[config.mk]
export PLATFORM = sky130hd
export DESIGN_NAME = axi_rd_arbiter
export DESIGN_NICKNAME = d
export VERILOG_FILES = /design/src/rtl/axi_pkg.sv /design/src/rtl/rr_arbiter.sv /design/src/rtl/axi_rd_arbiter.sv
export SDC_FILE = /design/constraint.sdc
export NUM_CORES = 1
export LEC_CHECK = 0
export CORE_ASPECT_RATIO = 1.1
export CORE_MARGIN = 4
export CORE_UTILIZATION = 30
export CTS_BUF_LIST = sky130_fd_sc_hd__clkbuf_8
export DETAILED_ROUTE_END_ITERATION = 6
export PLACE_DENSITY = 0.84
export SLEW_MARGIN = 20
export SYNTH_ARGS = -nofsm -noshare
export SYNTH_HDL_FRONTEND = slang
export SYNTH_SLANG_ARGS = --single-unit
[constraint.sdc]
create_clock -name clk -period 2.8 [get_ports clk]
set_input_delay 0.28 -clock clk [delete_from_list [all_inputs] [get_ports clk]]
set_output_delay 0.28 -clock clk [all_outputs]
set_load 0.02 [all_outputs]
[src/rtl/axi_pkg.sv]
// -----------------------------------------------------------------------------
// axi_pkg
// Shared AXI encodings for the read arbiter: burst types, the word beat size,
// response codes, and the AR slot state type.
// -----------------------------------------------------------------------------
package axi_pkg;

    localparam logic [1:0] BURST_FIXED = 2'b00;
    localparam logic [1:0] BURST_INCR  = 2'b01;

    localparam logic [2:0] SIZE_WORD   = 3'b010;

    localparam logic [1:0] RESP_OKAY   = 2'b00;
    localparam logic [1:0] RESP_EXOKAY = 2'b01;
    localparam logic [1:0] RESP_SLVERR = 2'b10;
    localparam logic [1:0] RESP_DECERR = 2'b11;

    typedef enum logic {
        SLOT_EMPTY = 1'b0,
        SLOT_FULL  = 1'b1
    } slot_e;

endpackage

[src/rtl/rr_arbiter.sv]
// -----------------------------------------------------------------------------
// rr_arbiter
// Combinational round-robin pick: the first set req bit at or after ptr,
// wrapping modulo N.
// Ports:
//   req     in  N   request vector
//   ptr     in  IW  starting index for the search
//   en      in  1   0 forces no grant
//   gnt     out N   one-hot grant
//   gnt_idx out IW  index of the granted bit (0 when nothing is granted)
// -----------------------------------------------------------------------------
module rr_arbiter #(
    parameter int N  = 2,
    parameter int IW = (N > 1) ? $clog2(N) : 1
) (
    input  logic [N-1:0]  req,
    input  logic [IW-1:0] ptr,
    input  logic          en,
    output logic [N-1:0]  gnt,
    output logic [IW-1:0] gnt_idx
);

    always_comb begin
        logic          found;
        logic [IW-1:0] idx;
        gnt     = '0;
        gnt_idx = '0;
        found   = 1'b0;
        idx     = '0;
        for (int k = 0; k < N; k++) begin
            idx = IW'((int'(ptr) + k) % N);
            if (en && !found && req[idx]) begin
                found   = 1'b1;
                gnt[idx] = 1'b1;
                gnt_idx = idx;
            end
        end
    end

endmodule

[src/rtl/axi_rd_arbiter.sv]
// -----------------------------------------------------------------------------
// axi_rd_arbiter
// Round-robin arbiter from NUM_MASTER cache read ports onto one AXI AR channel,
// with R beats routed back by rid and per-master outstanding-read limits.
// Ports:
//   clk, reset                    clock, async active-low reset
//   m_rd_req/addr/size, m_burst   per-master read requests (held until m_rd_rdy)
//   m_rd_rdy                      one-hot combinational grant pulse
//   m_ret_valid/last/data/err     R beat routed to the master named by rid
//   wr_idle                       0 blocks new grants (a FULL slot still drains)
//   rid_err                       sticky: bad rid or rlast with nothing outstanding
//   ar*                           registered AR channel (arlock/cache/prot = 0)
//   rid/rdata/rresp/rlast/rvalid  R channel in; rready tied to 1
// -----------------------------------------------------------------------------
module axi_rd_arbiter
    import axi_pkg::*;
#(
    parameter int NUM_MASTER = 2,
    parameter int ID_WIDTH   = 4,
    parameter int LINE_WORDS = 4,
    parameter int MAX_OUTS   = 2
) (
    input  logic                     clk,
    input  logic                     reset,
    input  logic [NUM_MASTER-1:0]    m_rd_req,
    input  logic [NUM_MASTER*32-1:0] m_rd_addr,
    input  logic [NUM_MASTER*2-1:0]  m_rd_size,
    input  logic [NUM_MASTER-1:0]    m_burst,
    output logic [NUM_MASTER-1:0]    m_rd_rdy,
    output logic [NUM_MASTER-1:0]    m_ret_valid,
    output logic                     m_ret_last,
    output logic [31:0]              m_ret_data,
    output logic                     m_ret_err,
    input  logic                     wr_idle,
    output logic                     rid_err,
    output logic [ID_WIDTH-1:0]      arid,
    output logic [31:0]              araddr,
    output logic [7:0]               arlen,
    output logic [2:0]               arsize,
    output logic [1:0]               arburst,
    output logic [1:0]               arlock,
    output logic [3:0]               arcache,
    output logic [2:0]               arprot,
    output logic                     arvalid,
    input  logic                     arready,
    input  logic [ID_WIDTH-1:0]      rid,
    input  logic [31:0]              rdata,
    input  logic [1:0]               rresp,
    input  logic                     rlast,
    input  logic                     rvalid,
    output logic                     rready
);

    localparam int IW = (NUM_MASTER > 1) ? $clog2(NUM_MASTER) : 1;
    localparam int CW = $clog2(MAX_OUTS + 1);

    slot_e                             slot_q, slot_d;
    logic [ID_WIDTH-1:0]               arid_q, arid_d;
    logic [31:0]                       araddr_q, araddr_d;
    logic [7:0]                        arlen_q, arlen_d;
    logic [2:0]                        arsize_q, arsize_d;
    logic [1:0]                        arburst_q, arburst_d;
    logic [IW-1:0]                     rr_ptr_q, rr_ptr_d;
    logic [NUM_MASTER-1:0][CW-1:0]     cnt_q, cnt_d;
    logic                              rid_err_q, rid_err_d;

    logic [NUM_MASTER-1:0][31:0]       addr_v;
    logic [NUM_MASTER-1:0][1:0]        size_v;
    logic [NUM_MASTER-1:0]             elig;
    logic [NUM_MASTER-1:0]             gnt;
    logic [IW-1:0]                     gnt_idx;
    logic                              gnt_en;
    logic                              ar_hs;
    logic                              rid_ok;
    logic                              ret_last;
    logic                              unused_rresp0;

    assign addr_v        = m_rd_addr;
    assign size_v        = m_rd_size;
    assign unused_rresp0 = rresp[0];

    assign ar_hs    = (slot_q == SLOT_FULL) && arready;
    assign rid_ok   = int'(rid) < NUM_MASTER;
    assign ret_last = rvalid && rlast && rid_ok;

    // A read counts against its master from grant onward: the one sitting in
    // the AR slot is included, otherwise back-to-back grants would overshoot
    // MAX_OUTS before the handshake registers. An rlast this cycle frees its
    // credit immediately so the next read can be granted in the same cycle.
    always_comb begin
        logic pend;
        logic done;
        elig = '0;
        pend = 1'b0;
        done = 1'b0;
        for (int i = 0; i < NUM_MASTER; i++) begin
            pend    = (slot_q == SLOT_FULL) && (arid_q == ID_WIDTH'(i));
            done    = ret_last && (rid == ID_WIDTH'(i));
            elig[i] = m_rd_req[i] &&
                      ((int'(cnt_q[i]) + (pend ? 1 : 0) - (done ? 1 : 0)) < MAX_OUTS);
        end
    end

    // Gating with reset keeps the combinational grant quiet while in reset.
    assign gnt_en = reset && wr_idle && ((slot_q == SLOT_EMPTY) || arready);

    rr_arbiter #(.N(NUM_MASTER), .IW(IW)) u_rr (
        .req     (elig),
        .ptr     (rr_ptr_q),
        .en      (gnt_en),
        .gnt     (gnt),
        .gnt_idx (gnt_idx)
    );

    // AR slot next state and payload load.
    always_comb begin
        slot_d    = slot_q;
        arid_d    = arid_q;
        araddr_d  = araddr_q;
        arlen_d   = arlen_q;
        arsize_d  = arsize_q;
        arburst_d = arburst_q;
        rr_ptr_d  = rr_ptr_q;
        if (ar_hs) begin
            slot_d = SLOT_EMPTY;
        end
        if (|gnt) begin
            slot_d   = SLOT_FULL;
            arid_d   = ID_WIDTH'(gnt_idx);
            araddr_d = addr_v[gnt_idx];
            if (m_burst[gnt_idx]) begin
                arburst_d = BURST_INCR;
                arsize_d  = SIZE_WORD;
                arlen_d   = 8'(LINE_WORDS - 1);
            end else begin
                arburst_d = BURST_FIXED;
                arsize_d  = {1'b0, size_v[gnt_idx]};
                arlen_d   = 8'd0;
            end
            rr_ptr_d = (int'(gnt_idx) == NUM_MASTER - 1) ? '0 : IW'(int'(gnt_idx) + 1);
        end
    end

    // Outstanding counters; an rlast with nothing accepted saturates at 0.
    always_comb begin
        logic inc;
        logic dec;
        cnt_d     = cnt_q;
        rid_err_d = rid_err_q;
        inc       = 1'b0;
        dec       = 1'b0;
        if (rvalid && !rid_ok) begin
            rid_err_d = 1'b1;
        end
        for (int i = 0; i < NUM_MASTER; i++) begin
            inc = ar_hs && (arid_q == ID_WIDTH'(i));
            dec = ret_last && (rid == ID_WIDTH'(i));
            if (inc && !dec) begin
                cnt_d[i] = cnt_q[i] + 1'b1;
            end else if (dec && !inc) begin
                if (cnt_q[i] == '0) begin
                    rid_err_d = 1'b1;
                end else begin
                    cnt_d[i] = cnt_q[i] - 1'b1;
                end
            end
        end
    end

    always_ff @(posedge clk or negedge reset) begin
        if (!reset) begin
            slot_q    <= SLOT_EMPTY;
            arid_q    <= '0;
            araddr_q  <= '0;
            arlen_q   <= '0;
            arsize_q  <= '0;
            arburst_q <= '0;
            rr_ptr_q  <= '0;
            cnt_q     <= '0;
            rid_err_q <= 1'b0;
        end else begin
            slot_q    <= slot_d;
            arid_q    <= arid_d;
            araddr_q  <= araddr_d;
            arlen_q   <= arlen_d;
            arsize_q  <= arsize_d;
            arburst_q <= arburst_d;
            rr_ptr_q  <= rr_ptr_d;
            cnt_q     <= cnt_d;
            rid_err_q <= rid_err_d;
        end
    end

    always_comb begin
        m_ret_valid = '0;
        for (int i = 0; i < NUM_MASTER; i++) begin
            m_ret_valid[i] = reset && rvalid && (rid == ID_WIDTH'(i));
        end
    end

    assign m_rd_rdy   = gnt;
    assign m_ret_last = reset && rlast;
    assign m_ret_data = rdata & {32{reset}};
    assign m_ret_err  = reset && rresp[1];
    assign rid_err    = rid_err_q;

    assign arvalid = (slot_q == SLOT_FULL);
    assign arid    = arid_q;
    assign araddr  = araddr_q;
    assign arlen   = arlen_q;
    assign arsize  = arsize_q;
    assign arburst = arburst_q;
    assign arlock  = '0;
    assign arcache = '0;
    assign arprot  = '0;
    assign rready  = 1'b1;

endmodule

==> impl_metrics.ini, run 1 <==
[status]
status = finished clean

[critical_path]
critical_path.max_fanout = 2
end_kind = output port
worst-path-buf-inv = 3
crit_arrival_ns = 2.47
worstPathRequired_ns = 2.52
reg2reg_depth = 9
cp_top_family = simple AND/OR/NAND/NOR gates
rrSetupSlack_ns = 0.33
crit_chain = clkdlybuf4s15_2, or3_4, nor3_4, buf_6, ha_4, nand2b_4, fa_2, and3b_2, nor4b_4, buf_4
start_kind = input pin
r2r_start = arid[0]
reg2reg_to = arsize[1]
slowest_stage = or3_4
critical_path_class = in -> out
crit_start = rid[2]
crit_path_max_incr_delay_ns = 0.39

[clock_tree]
cts.sink_count = 43
cts_tree = done
clk_path_buf_depth = 2
cts_root_buf = clkbuf_8
clk_latency_ns = 0.29
numCtsBuffers = 5
cts_max_level = 2
clk_pin_slew_ns = 0.08

[route]
via_per_inst = 4.69
route.detailed.drc = 0
top_layer = met4
wl_met3_um = 806
totalWireLength_um = 8800
wl_met1_um = 3210
ant_nets = 0
wl_per_cell_um = 15.4
routed-wl-met2_um = 4710
vias = 2677
drtIter0Drc = 55
drt_first_pass_iters = 4

[cells_and_area]
num_antenna_cells = 0
final_nets = 583
area_growth_pct = 84.8
layout-drive-gt1-share_pct = 10.2
final_area_um2 = 4780

[grt]
overflow = 0
first_global_vias = 2757
grt_usage_pct = 16.8
grt_max_degree = 34
antenna_found_initial = 0
grt_pass1_wl_um = 13400

[power]
p_per_area_nw_per_um2 = 666
p_leak_nw = 2.07
comb_power_share_pct = 52.7
switching_share_pct = 36.6
p_switching_mw = 1.17
seq_power_share_pct = 34.5
clkPwrFrac_pct = 12.8
ir_worst_vdd_mv = 0.413
internal_power_mw = 2.02

[synthesis]
synth.distinct_cells = 36
synth_top_area_share_pct = 41.6
yosys.area.top_type = dfrtp_1
syn_area_um2 = 2590
synth_seq_cells = 43
yosysSeqAreaShare_pct = 41.6
syn_area_per_cell_um2 = 10.1
yosys_warnings = 0
synth_cells = 256
ys_top_cells_by_area = dfrtp_1, and2_1, a221o_1, buf_4, ha_1

[min_path]
hp-class = in -> async

[die]
ios = 215
die_w_um = 96.6
dieArea_um2 = 10200
start_util_pct = 30.8
coreArea_um2 = 8410
chipHeight_um = 105
num_rows = 35

[sta]
holdWs_ns = 0.400
hold_viol = 0
rsz0062_at_grt = true
drv_slew = 0
setup_viol_count_final = 0
max_freq_mhz = 363
skew_ns = 0.0112
period_needed_ns = 2.75
finalCritPeriodShare_pct = 98.4

[run]
maxCapViolations = 0

[place]
place_area_um2 = 4630
portBuffers = 192
dp_hpwl_um = 7270
gp_congestion = 0.821
-- cell usage after synthesis --
master,number
a21o_1,4
a21oi_1,3
a221o_1,32
a311oi_1,1
a311oi_2,1
a31oi_1,1
and2_1,66
and3b_1,1
buf_2,8
buf_4,23
buf_6,3
clkbuf_1,3
conb_1,2
dfrtp_1,43
fa_1,2
ha_1,6
inv_1,9
mux2_1,1
mux2i_1,1
nand2_1,11
nand2b_1,3
nand2b_2,1
nand3_1,3
nand3_2,1
nor2_1,7
nor3_1,5
nor3b_1,2
nor4b_4,1
o21a_1,1
o21ai_0,5
o21bai_1,1
o22a_1,1
o2bb2ai_1,1
or2_1,1
or2_2,1
or3_1,1
-- cells in the final DEF (no fill, tap or decap), drive strengths merged, types with 3 or more instances in the layout --
cell	instances
a21o	4
a21oi	3
a221o	32
and2	66
buf	25
clkbuf	6
clkdlybuf4s50	184
conb	21
dfrtp	43
ha	6
inv	10
nand2	11
nand2b	4
nand3	4
nor2	7
nor3	5
o21ai	5
-- worst reg2reg max path, delay by kind of cell, from the launching register on --
family	cells	cell delay (ns)
flops	1	0.38
mux	1	0.32
compound gates	1	0.15
simple gates	4	0.80
buf+inv	1	0.14
fa+ha+maj	2	0.58
-- kinds of logic after synthesis --
group / count (synthesis) / synth area share, %
simple gates: 104 / 24.1
fa+ha+maj: 8 / 4.45
flops: 43 / 41.6
mux: 2 / 0.822
buf+inv: 46 / 11.3
compound gates: 51 / 17.5
other cells: 2 / 0.290
-- power by group through the flow --
stage | logic (mW) | registers (mW) | clock network [mW]
after floorplan | 0.521 | 1.37 | 0
after global placement | 1.65 | 1.09 | 0
after detailed placement | 1.69 | 1.10 | 0
after CTS | 1.70 | 1.10 | 0.426
after global routing | 1.78 | 1.14 | 0.453
final | 1.68 | 1.10 | 0.408
-- area by class of cell --
| class | count | area [um2] |
|---|---|---|
| flip-flops and latches | 43 | 1080 |
| clock buffers | 6 | 82.6 |
| fillers | 747 | 3620 |
| repair buffers | 214 | 2090 |
| clock inverters | 2 | 12.5 |
| inverters | 9 | 33.8 |
| well taps | 111 | 139 |
| multi-input cells | 186 | 1350 |
-- state kept, by name (all words and copies together), names as in the netlist --
register  flops
araddr       32
rid_err       1
arlen         1
arvalid       1
rr_ptr_q      1
arid          1
cnt_q         4
arsize        2
-- worst max path at each step --
stage / end / slack, ns / cells past startpoint
CTS: m_rd_rdy[1] / 0.002 / 10
finish: m_rd_rdy[1] / 0.05 / 10
floorplan: m_rd_rdy[1] / 0.004 / 8
detailed placement: m_rd_rdy[1] / -0.78 / 10
global placement: m_rd_rdy[1] / -0.78 / 10
global route: m_rd_rdy[1] / -0.07 / 10
-- timing repair --
action                     CTS  global route
setup buffers                1             0
hold buffers                 1             0
resized for setup           29             3
setup endpoints to repair   37            35
pin swaps                    5             2
hold endpoints to repair     5             0
-- routing by layer --
metal / global-route usage [%] / up-vias
met5: 0 / -
met4: 3.21 / 0
met3: 4.78 / 6
met2: 31.1 / 120
met1: 18.7 / 1297
li1: - / 1254
-- through the flow --
step	worst slack [ns]	TNS [ns]	utilization [%]	std cells	power (mW)
CTS	0.00178	0	56.8	571	3.23
global placement	-0.776	-18.22	55.1	561	2.74
detailed placement	-0.776	-19.66	55.1	561	2.79
finish	0.0460	0	56.9	571	3.19
global route	-0.0721	-0.198	56.9	571	3.37
floorplan	0.00413	0	-	275	1.89
(Power assumes the default switching activity.)
==> run 2, diff against run 1 <==
Settings changed: PLACE_DENSITY 0.84 to 0.8.
==> impl_metrics.ini, run 2 (synthesized netlist as in run 1, its figures left out) <==
[die]
start_util_pct = 30.8
num_rows = 35
dieArea_um2 = 10200
die_w_um = 96.6
coreArea_um2 = 8410
ios = 215
chipHeight_um = 105

[critical_path]
reg2reg_to = arsize[1]
reg2reg_depth = 9
rrSetupSlack_ns = 0.21
crit_arrival_ns = 2.42
end_kind = output port
critical_path.max_fanout = 2
worstPathRequired_ns = 2.52
r2r_start = arid[0]
critical_path_class = in -> out
crit_start = rid[1]
endpoint = m_rd_rdy[1]
start_kind = input pin

[place]
dp_slack_ns = -0.819
gp_congestion = 0.851
portBuffers = 192
dp_hpwl_um = 7250

[clock_tree]
clk_pin_slew_ns = 0.09
cts_max_level = 2
cts.sink_count = 43
cts_tree = done
numCtsBuffers = 5
clk_path_buf_depth = 2
cts_root_buf = clkbuf_8
hold_buffers = 0
clk_latency_ns = 0.29

[route]
drtIter0Drc = 68
route.detailed.drc = 0
wl_per_cell_um = 15.6
totalWireLength_um = 9030
drt_first_pass_iters = 4
ant_nets = 0
vias = 2665
via_per_inst = 4.61

[cells_and_area]
largest_reg_flops = 32
final_common_cell = clkdlybuf4s50_1
area_growth_pct = 87.1
layout-drive-gt1-share_pct = 11.8
final_nets = 590
postLayoutCoreUtil_pct = 57.6
num_antenna_cells = 0
final_cell_mix = clkdlybuf4s50_1, and2_1, dfrtp_1

[power]
p_leak_nw = 2.13
p_per_area_nw_per_um2 = 659
ir_worst_vdd_mv = 0.439
total_power_mw = 3.19
seq_power_share_pct = 34.6
p_switching_mw = 1.18
clkPwrFrac_pct = 12.9
comb_power_share_pct = 52.6
switching_share_pct = 36.8
internal_power_mw = 2.02

[grt]
busiest_layer = met2
grt_usage_pct = 17.8
overflow = 0
grt_pass1_wl_um = 14200
first_global_vias = 2899
grt_max_degree = 34
use_met2_pct = 32.7
use_met3_pct = 6.21
antenna_found_initial = 0
grtUsageMet1_pct = 18.9

[sta]
period_needed_ns = 2.70
tns_ns = 0
finalWorstSetupSlack_ns = 0.0952
rsz0062_at_grt = false
skew_ns = 0.0113
setup_viol_count_final = 0
max_freq_mhz = 370
hold_viol = 0
drv_slew = 0
finalCritPeriodShare_pct = 96.6

[run]
maxCapViolations = 0

[status]
status = finished clean

[min_path]
hp-class = in -> async
[run 2: power groups by stage]
stage	Combinational (mW)	Clock, mW	Sequential, mW
detailed placement	1.69	0	1.09
floorplan	0.521	0	1.37
global route	1.79	0.456	1.15
finish	1.68	0.411	1.10
global placement	1.65	0	1.09
CTS	1.70	0.427	1.10
[run 2: worst max-delay path, cell delays in order]
cell             delay [ns]
clkdlybuf4s15_1        0.18
or3_4                  0.35
nor3_4                 0.15
ha_1                   0.26
nand2b_4               0.14
fa_2                   0.35
and3b_2                0.24
nor4b_4                0.27
buf_4                  0.20
[run 2: layout make-up]
| type | instances | area (um2) |
|---|---|---|
| clock buffers | 6 | 82.6 |
| clock inverters | 2 | 12.5 |
| fillers | 740 | 3560 |
| inverters | 9 | 33.8 |
| multi-input cells | 186 | 1370 |
| flip-flops and latches | 43 | 1080 |
| well taps | 111 | 139 |
| repair buffers | 221 | 2130 |
[run 2: routing by layer]
layer  wire, um  part of all wire, %
met1       3180                   35
met5          0                    0
met3        937                   10
met4        142                  1.6
met2       4780                   53
[run 2: worst min path at each step]
stage                      from        end  slack (ns)  cells after the start
after CTS                 reset   cnt_q[0]        0.02                      2
final                     reset   cnt_q[0]        0.01                      2
after global placement    reset   cnt_q[0]        0.34                      2
after detailed placement  reset   cnt_q[0]        0.35                      2
after global routing      reset   cnt_q[0]        0.03                      2
after floorplan           reset  araddr[0]       -0.02                      0
[run 2: repair_timing]
| action | in CTS | in global routing |
|---|---|---|
| setup buffers | 12 | 0 |
| endpoints found under the setup margin | 37 | 8 |
| pin swaps | 7 | 2 |
| resized for setup | 30 | 4 |
[run 2: through the flow]
step / hold slack, ns / area, um2 / std cells
after global placement: 0.338 / 4610 / 558
after floorplan: -0.0156 / 2660 / 275
final: 0.0130 / 4840 / 578
after detailed placement: 0.345 / 4610 / 558
after global routing: 0.0279 / 4840 / 578
after CTS: 0.0179 / 4830 / 578
